File: config.mk
export PLATFORM = sky130hd
export DESIGN_NAME = watch_time_counter_flat
export DESIGN_NICKNAME = d
export VERILOG_FILES = /design/src/rtl/watch_time_counter_pkg.sv /design/src/rtl/watch_time_counter_if.sv /design/src/rtl/watch_time_counter_bcd_digit.sv /design/src/rtl/watch_time_counter.sv /design/src/flat_wrapper.sv
export SDC_FILE = /design/constraint.sdc
export NUM_CORES = 1
export LEC_CHECK = 0
export CAP_MARGIN = 20
export CELL_PAD_IN_SITES_DETAIL_PLACEMENT = 1
export CELL_PAD_IN_SITES_GLOBAL_PLACEMENT = 2
export CORE_UTILIZATION = 34
export CTS_CLUSTER_DIAMETER = 30
export DETAILED_ROUTE_END_ITERATION = 8
export GPL_TIMING_DRIVEN = 0
export HOLD_SLACK_MARGIN = 0.03
export PLACE_DENSITY_LB_ADDON = 0.1
export SYNTH_ARGS = -nofsm -noshare
export SYNTH_HDL_FRONTEND = slang
export SYNTH_SLANG_ARGS = --single-unit
File: constraint.sdc
create_clock -name clk -period 6.2 [get_ports clk]
set_clock_uncertainty 0.2 [all_clocks]
set_input_delay 1.86 -clock clk [delete_from_list [all_inputs] [get_ports clk]]
set_output_delay 1.86 -clock clk [all_outputs]
set_load 0.05 [all_outputs]
File: src/rtl/watch_time_counter_pkg.sv
// Shared constants, types and helpers for the stopwatch/timer time-keeping datapath.
package watch_pkg;

  localparam int DIGIT_W = 4;
  localparam int DIGITS  = 6;
  localparam int BCD_W   = DIGIT_W * DIGITS;

  typedef logic [BCD_W-1:0]   bcd_t;
  typedef logic [DIGIT_W-1:0] digit_t;

  // Per-digit maximum, index 0 = hundredths ... index 5 = tens of minutes.
  localparam digit_t DIGIT_MAX [DIGITS] = '{4'd9, 4'd9, 4'd9, 4'd5, 4'd9, 4'd5};

  localparam bcd_t BCD_ZERO = 24'h000000;
  localparam bcd_t BCD_ONE  = 24'h000001;
  localparam bcd_t BCD_MAX  = 24'h595999;

  // Saturate a preset digit to the largest legal value for its position.
  function automatic digit_t clamp_digit(input digit_t v, input digit_t mx);
    return (v > mx) ? mx : v;
  endfunction

endpackage

File: src/rtl/watch_time_counter_if.sv
// Control strobes in, BCD display and status pulses out.
interface watch_time_counter_if;

  logic            clken;
  logic            rst;
  logic            load;
  logic            mode;
  logic            lap_trigger;
  watch_pkg::bcd_t load_value;
  watch_pkg::bcd_t disp;
  logic            lap_active;
  logic            timer_done;
  logic            wrap;

  modport master (
    output clken, rst, load, mode, lap_trigger, load_value,
    input  disp, lap_active, timer_done, wrap
  );

  modport slave (
    input  clken, rst, load, mode, lap_trigger, load_value,
    output disp, lap_active, timer_done, wrap
  );

endinterface

File: src/rtl/watch_time_counter_bcd_digit.sv
// One BCD digit with clear, clamped load and up/down step; chained via carry/borrow.
module bcd_digit
  import watch_pkg::*;
#(
  parameter digit_t MAX = 4'd9
) (
  input  logic   clk,
  input  logic   reset,
  input  logic   clr,
  input  logic   ld,
  input  logic   en,
  input  logic   up,
  input  digit_t ld_val,
  output digit_t q,
  output logic   carry,
  output logic   borrow
);

  digit_t q_d;
  digit_t q_q;

  // carry: this digit wraps on an up-step; borrow: it wraps on a down-step.
  assign carry  = up & (q_q == MAX);
  assign borrow = ~up & (q_q == 4'd0);
  assign q      = q_q;

  // Next digit value: clear beats load beats step.
  always_comb begin
    q_d = q_q;
    if (clr) begin
      q_d = 4'd0;
    end else if (ld) begin
      q_d = clamp_digit(ld_val, MAX);
    end else if (en) begin
      if (up) begin
        q_d = (q_q == MAX) ? 4'd0 : q_q + 4'd1;
      end else begin
        q_d = (q_q == 4'd0) ? MAX : q_q - 4'd1;
      end
    end else begin
      q_d = q_q;
    end
  end

  // Digit register with synchronous reset.
  always_ff @(posedge clk) begin
    if (reset) begin
      q_q <= 4'd0;
    end else begin
      q_q <= q_d;
    end
  end

endmodule

File: src/rtl/watch_time_counter.sv
// Time-keeping datapath: 1/100 s divider, six chained BCD digits, lap freeze, done/wrap pulses.
module watch_time_counter
  import watch_pkg::*;
#(
  parameter int TICK_DIV = 250000
) (
  input logic                 clk,
  input logic                 reset,
  watch_time_counter_if.slave bus
);

  localparam int DIV_W = $clog2(TICK_DIV);
  localparam logic [DIV_W-1:0] DIV_LAST = DIV_W'(TICK_DIV - 1);

  logic [DIV_W-1:0] div_d, div_q;
  bcd_t             lap_d, lap_q;
  logic             lap_active_d, lap_active_q;
  logic             done_d, done_q;
  logic             wrap_d, wrap_q;

  logic              tick_s;
  logic              step_s;
  bcd_t              count_s;
  digit_t            digit_s  [DIGITS];
  logic [DIGITS-1:0] carry_s;
  logic [DIGITS-1:0] borrow_s;
  logic [DIGITS-1:0] en_s;

  // The tick cycle is suppressed by clear or load; a countdown parked at zero never steps.
  assign tick_s = bus.clken & ~bus.rst & ~bus.load & (div_q == DIV_LAST);
  assign step_s = tick_s & (bus.mode | (count_s != BCD_ZERO));

  // Divider: free-runs while enabled, restarts on clear or load.
  always_comb begin
    div_d = div_q;
    if (bus.rst || bus.load) begin
      div_d = '0;
    end else if (bus.clken) begin
      div_d = (div_q == DIV_LAST) ? '0 : div_q + DIV_W'(1);
    end else begin
      div_d = div_q;
    end
  end

  // Ripple enable: a digit steps only when every lower digit wraps in the current direction.
  always_comb begin
    en_s = '0;
    en_s[0] = step_s;
    for (int k = 1; k < DIGITS; k++) begin
      en_s[k] = en_s[k-1] & (carry_s[k-1] | borrow_s[k-1]);
    end
  end

  genvar g;
  generate
    for (g = 0; g < DIGITS; g++) begin : g_digit
      bcd_digit #(.MAX(DIGIT_MAX[g])) u_digit (
        .clk    (clk),
        .reset  (reset),
        .clr    (bus.rst),
        .ld     (bus.load),
        .en     (en_s[g]),
        .up     (bus.mode),
        .ld_val (bus.load_value[g*DIGIT_W +: DIGIT_W]),
        .q      (digit_s[g]),
        .carry  (carry_s[g]),
        .borrow (borrow_s[g])
      );
    end
  endgenerate

  // Reassemble the packed BCD count from the digit chain.
  always_comb begin
    count_s = BCD_ZERO;
    for (int k = 0; k < DIGITS; k++) begin
      count_s[k*DIGIT_W +: DIGIT_W] = digit_s[k];
    end
  end

  // Lap toggle: first trigger freezes the pre-update count, second releases it.
  always_comb begin
    lap_d        = lap_q;
    lap_active_d = lap_active_q;
    if (bus.rst) begin
      lap_d        = BCD_ZERO;
      lap_active_d = 1'b0;
    end else if (bus.lap_trigger) begin
      if (lap_active_q) begin
        lap_active_d = 1'b0;
      end else begin
        lap_d        = count_s;
        lap_active_d = 1'b1;
      end
    end else begin
      lap_active_d = lap_active_q;
    end
  end

  // Limit pulses: decided from the pre-step count so they line up with the update to zero.
  always_comb begin
    done_d = 1'b0;
    wrap_d = 1'b0;
    if (step_s) begin
      if (bus.mode) begin
        wrap_d = (count_s == BCD_MAX);
      end else begin
        done_d = (count_s == BCD_ONE);
      end
    end else begin
      done_d = 1'b0;
      wrap_d = 1'b0;
    end
  end

  // State registers for divider, lap hold and status pulses.
  always_ff @(posedge clk) begin
    if (reset) begin
      div_q        <= '0;
      lap_q        <= BCD_ZERO;
      lap_active_q <= 1'b0;
      done_q       <= 1'b0;
      wrap_q       <= 1'b0;
    end else begin
      div_q        <= div_d;
      lap_q        <= lap_d;
      lap_active_q <= lap_active_d;
      done_q       <= done_d;
      wrap_q       <= wrap_d;
    end
  end

  assign bus.disp       = lap_active_q ? lap_q : count_s;
  assign bus.lap_active = lap_active_q;
  assign bus.timer_done = done_q;
  assign bus.wrap       = wrap_q;

endmodule
File: src/flat_wrapper.sv
// flat-port wrapper written by rule: the top's interface ports become plain ports
module watch_time_counter_flat import watch_pkg::*;
#(
  parameter int TICK_DIV = 250000
)
  (clk, reset, bus_clken, bus_rst, bus_load, bus_mode, bus_lap_trigger, bus_load_value, bus_disp, bus_lap_active, bus_timer_done, bus_wrap);
  watch_time_counter_if bus_i ();
  input logic clk;
  input logic reset;
  input wire logic [$bits(bus_i.clken)-1:0] bus_clken;
  input wire logic [$bits(bus_i.rst)-1:0] bus_rst;
  input wire logic [$bits(bus_i.load)-1:0] bus_load;
  input wire logic [$bits(bus_i.mode)-1:0] bus_mode;
  input wire logic [$bits(bus_i.lap_trigger)-1:0] bus_lap_trigger;
  input wire logic [$bits(bus_i.load_value)-1:0] bus_load_value;
  output wire logic [$bits(bus_i.disp)-1:0] bus_disp;
  output wire logic [$bits(bus_i.lap_active)-1:0] bus_lap_active;
  output wire logic [$bits(bus_i.timer_done)-1:0] bus_timer_done;
  output wire logic [$bits(bus_i.wrap)-1:0] bus_wrap;
  assign bus_i.clken = bus_clken;
  assign bus_i.rst = bus_rst;
  assign bus_i.load = bus_load;
  assign bus_i.mode = bus_mode;
  assign bus_i.lap_trigger = bus_lap_trigger;
  assign bus_i.load_value = bus_load_value;
  assign bus_disp = bus_i.disp;
  assign bus_lap_active = bus_i.lap_active;
  assign bus_timer_done = bus_i.timer_done;
  assign bus_wrap = bus_i.wrap;
  watch_time_counter #(.TICK_DIV(TICK_DIV)) u_core (.clk(clk), .reset(reset), .bus(bus_i));
endmodule
==> impl_metrics.json <==
{
  "yosysSeqAreaShare_pct": 32.1,
  "gp_congestion": 0.816,
  "row_count": 40,
  "fp.dieW_um": 114,
  "dp_slack_ps": 1570,
  "synth-edff-count": 0,
  "final.setup.tns_ps": 0,
  "worstPathMaxFanout": 10,
  "synthTopCellsByCount": "nand2_1 (88), dfxtp_1 (69), nor2_1 (52)",
  "setup_slack_ps": 1680,
  "place_hpwl_um": 11100,
  "drc": 0,
  "ctsHoldBuffers": 0,
  "grt_use_met3_pct": 3.44,
  "ant_nets": 0,
  "die_y_um": 114,
  "num_vias": 4445,
  "clockBufferDepth": 2,
  "layout_min_cycle_time_ps": 4520,
  "grt_pass1_vias": 4511,
  "crit_required_ps": 4140,
  "fmax_ghz": 0.221,
  "drt_wl_total_um": 14700,
  "yosysTopAreaCellShare_pct": 32.1,
  "drv_slew": 0,
  "n_antenna_cell": 0,
  "wl_per_cell_um": 18.0,
  "drv_cap": 0,
  "clk_pin_slew_ps": 60,
  "nNetsFinal": 673,
  "period_share_pct": 72.8,
  "io_buffers": 56,
  "viasPerCell": 5.46,
  "synth_nets": 606,
  "cts_sinks": 69,
  "crit_path_end_kind": "output pin",
  "status": "finished clean",
  "synth.largest_area_cell": "dfxtp_1",
  "syn_to_final_growth_pct": 24.9,
  "ys.flop_type": "dfxtp_1",
  "synthCells": 574,
  "slew_headroom_pct": 46.8,
  "use_met1_pct": 31.1,
  "antenna_found_initial": 0,
  "cts_buffers": 9,
  "tightest_slew_ps": 798,
  "syn-cell-area_mm2": 0.00430,
  "ios": 58,
  "async_reset_ff_share_pct": 0,
  "final-seq-area_mm2": 0.00138,
  "grt_pass1_wl_um": 24000,
  "clock_latency_ps": 340,
  "drive_above_1_share_pct": 9.75,
  "design.core.area_mm2": 0.0122,
  "n_fill_cell": 1509,
  "crit_type": "flop to output pin",
  "multi_input_area_mm2": 0.00266,
  "ys_types": 64,
  "power_density_mw_per_mm2": 218,
  "yosys_warnings": 0,
  "cts_root_buf": "clkbuf_16",
  "synth_area_leaders": "dfxtp_1 (32%), nand2_1 (7.7%), a21oi_1 (4.9%), nor2_1 (4.5%), mux2_2 (4.4%)",
  "top_usage_layer": "met2",
  "cellLeakagePower_nw": 1.76,
  "cts_setup_buffers": 0,
  "die-area_mm2": 0.0131,
  "holdWs_ps": 251,
  "setup_viol": 0,
  "critical_path_arrival_ps": 2460,
  "drt_iter0_markers": 147,
  "ys_ff_latch": 69,
  "ir_worst_vdd_v": 0.0000889,
  "ctsResizeCount": 0,
  "rsz0062_at_grt": "no",
  "met2_usage_pct": 40.1,
  "grt_overflow": 0,
  "finalHoldViolCount": 0,
  "grtUsageTotal_pct": 24.2,
  "worstSetupStartpointType": "flop",
  "start_util_pct": 35.4,
  "htree_levels": 3,
  "cts_tree": "built",
  "grt_max_degree": 13,
  "synth_most_common_cell": "nand2_1",
  "first_pass_iters": 4,
  "hp-class": "flop to flop",
  "syn_avg_cell_area_um2": 7.50
}
registers in the layout, indices dropped and copies added (netlist names):
name	flops
u_core.bus.wrap	1
u_core.g_digit.u_digit.q	24
u_core.bus.timer_done	1
u_core.lap_q	24
u_core.bus.lap_active	1
u_core.div_q	18
layer usage:
layer,vias to the layer above,part of all wire (%),wire [um]
met2,85,48,7000
met4,0,2.9,429
met3,27,3.1,455
met5,-,0,0
met1,2160,46,6770
li1,2173,-,-
metrics by stage:
| stage | instance area (um^2) | instances | total power, mW | utilization, % |
|---|---|---|---|---|
| after global placement | 5070 | 798 | 0.648 | 41.7 |
| final | 5380 | 814 | 1.17 | 44.2 |
| after floorplan | 4300 | 574 | 0.579 | - |
| after global routing | 5380 | 814 | 1.22 | 44.2 |
| after detailed placement | 5070 | 798 | 0.651 | 41.7 |
| after CTS | 5380 | 814 | 1.18 | 44.2 |
worst paths after layout:
check | startpoint | depth (start not counted) | slack [ps] | end
setup / recovery | u_core.bus.lap_active | 4 | 1680 | bus_disp[5]
hold / removal | u_core.lap_q[19] | 2 | 250 | u_core.lap_q[19]
setup reg to reg | u_core.g_digit[2].u_digit.q[1] | 7 | 3560 | u_core.g_digit[2].u_digit.q[1]
hold reg to reg | u_core.lap_q[19] | 2 | 250 | u_core.lap_q[19]
cells in the final DEF, fill, tap and decap left out, types with 6 or more instances in the layout:
cell,Yosys,routed
nand3_1,24,24
a21oi_1,42,42
a31oi_1,9,9
clkbuf_1,35,35
xnor2_1,14,14
nand2_1,88,88
nor4_1,8,8
nor3_1,18,18
nor2_1,52,52
clkbuf_16,0,9
inv_1,11,11
and3_1,10,10
xor2_1,15,15
dfxtp_1,69,69
mux2_2,17,17
buf_2,10,10
a221oi_1,7,7
nand4_1,11,11
clkdlybuf4s50_1,0,56
o21ai_0,28,28
a211oi_1,6,6
nand2b_1,9,9
worst max-delay path: stages (launching register included):
cell             delay [ps]
dfxtp_1                 320
clkbuf_1                230
clkbuf_1                460
mux2_2                  400
clkdlybuf4s50_1         700
cell type report:
type | count | share of cell area [%]
well taps | 168 | 3.91
clock inverters | 6 | 1.16
repair buffers | 56 | 10.4
plain buffers | 52 | 4.07
multi-input cells | 442 | 49.5
clock buffers | 10 | 4.45
inverters | 11 | 0.768
flip-flops and latches | 69 | 25.7
cell families after synthesis:
family | count (synthesis) | share of synthesized area, %
and+or+nand+nor | 256 | 29.5
DFF | 69 | 32.1
adders and majority gates | 1 | 0.291
muxes | 22 | 5.61
xor gates and xnor gates | 29 | 5.90
AOI/OAI and AO/OA | 134 | 20.5
buffers and inverters | 63 | 6.05
power by group:
part / switching [mW] / total, mW / internal [mW]
logic: 0.118 / 0.185 / 0.0670
registers: 0.00543 / 0.456 / 0.450
clock network: 0.208 / 0.529 / 0.321
(Power assumes the default switching activity.)
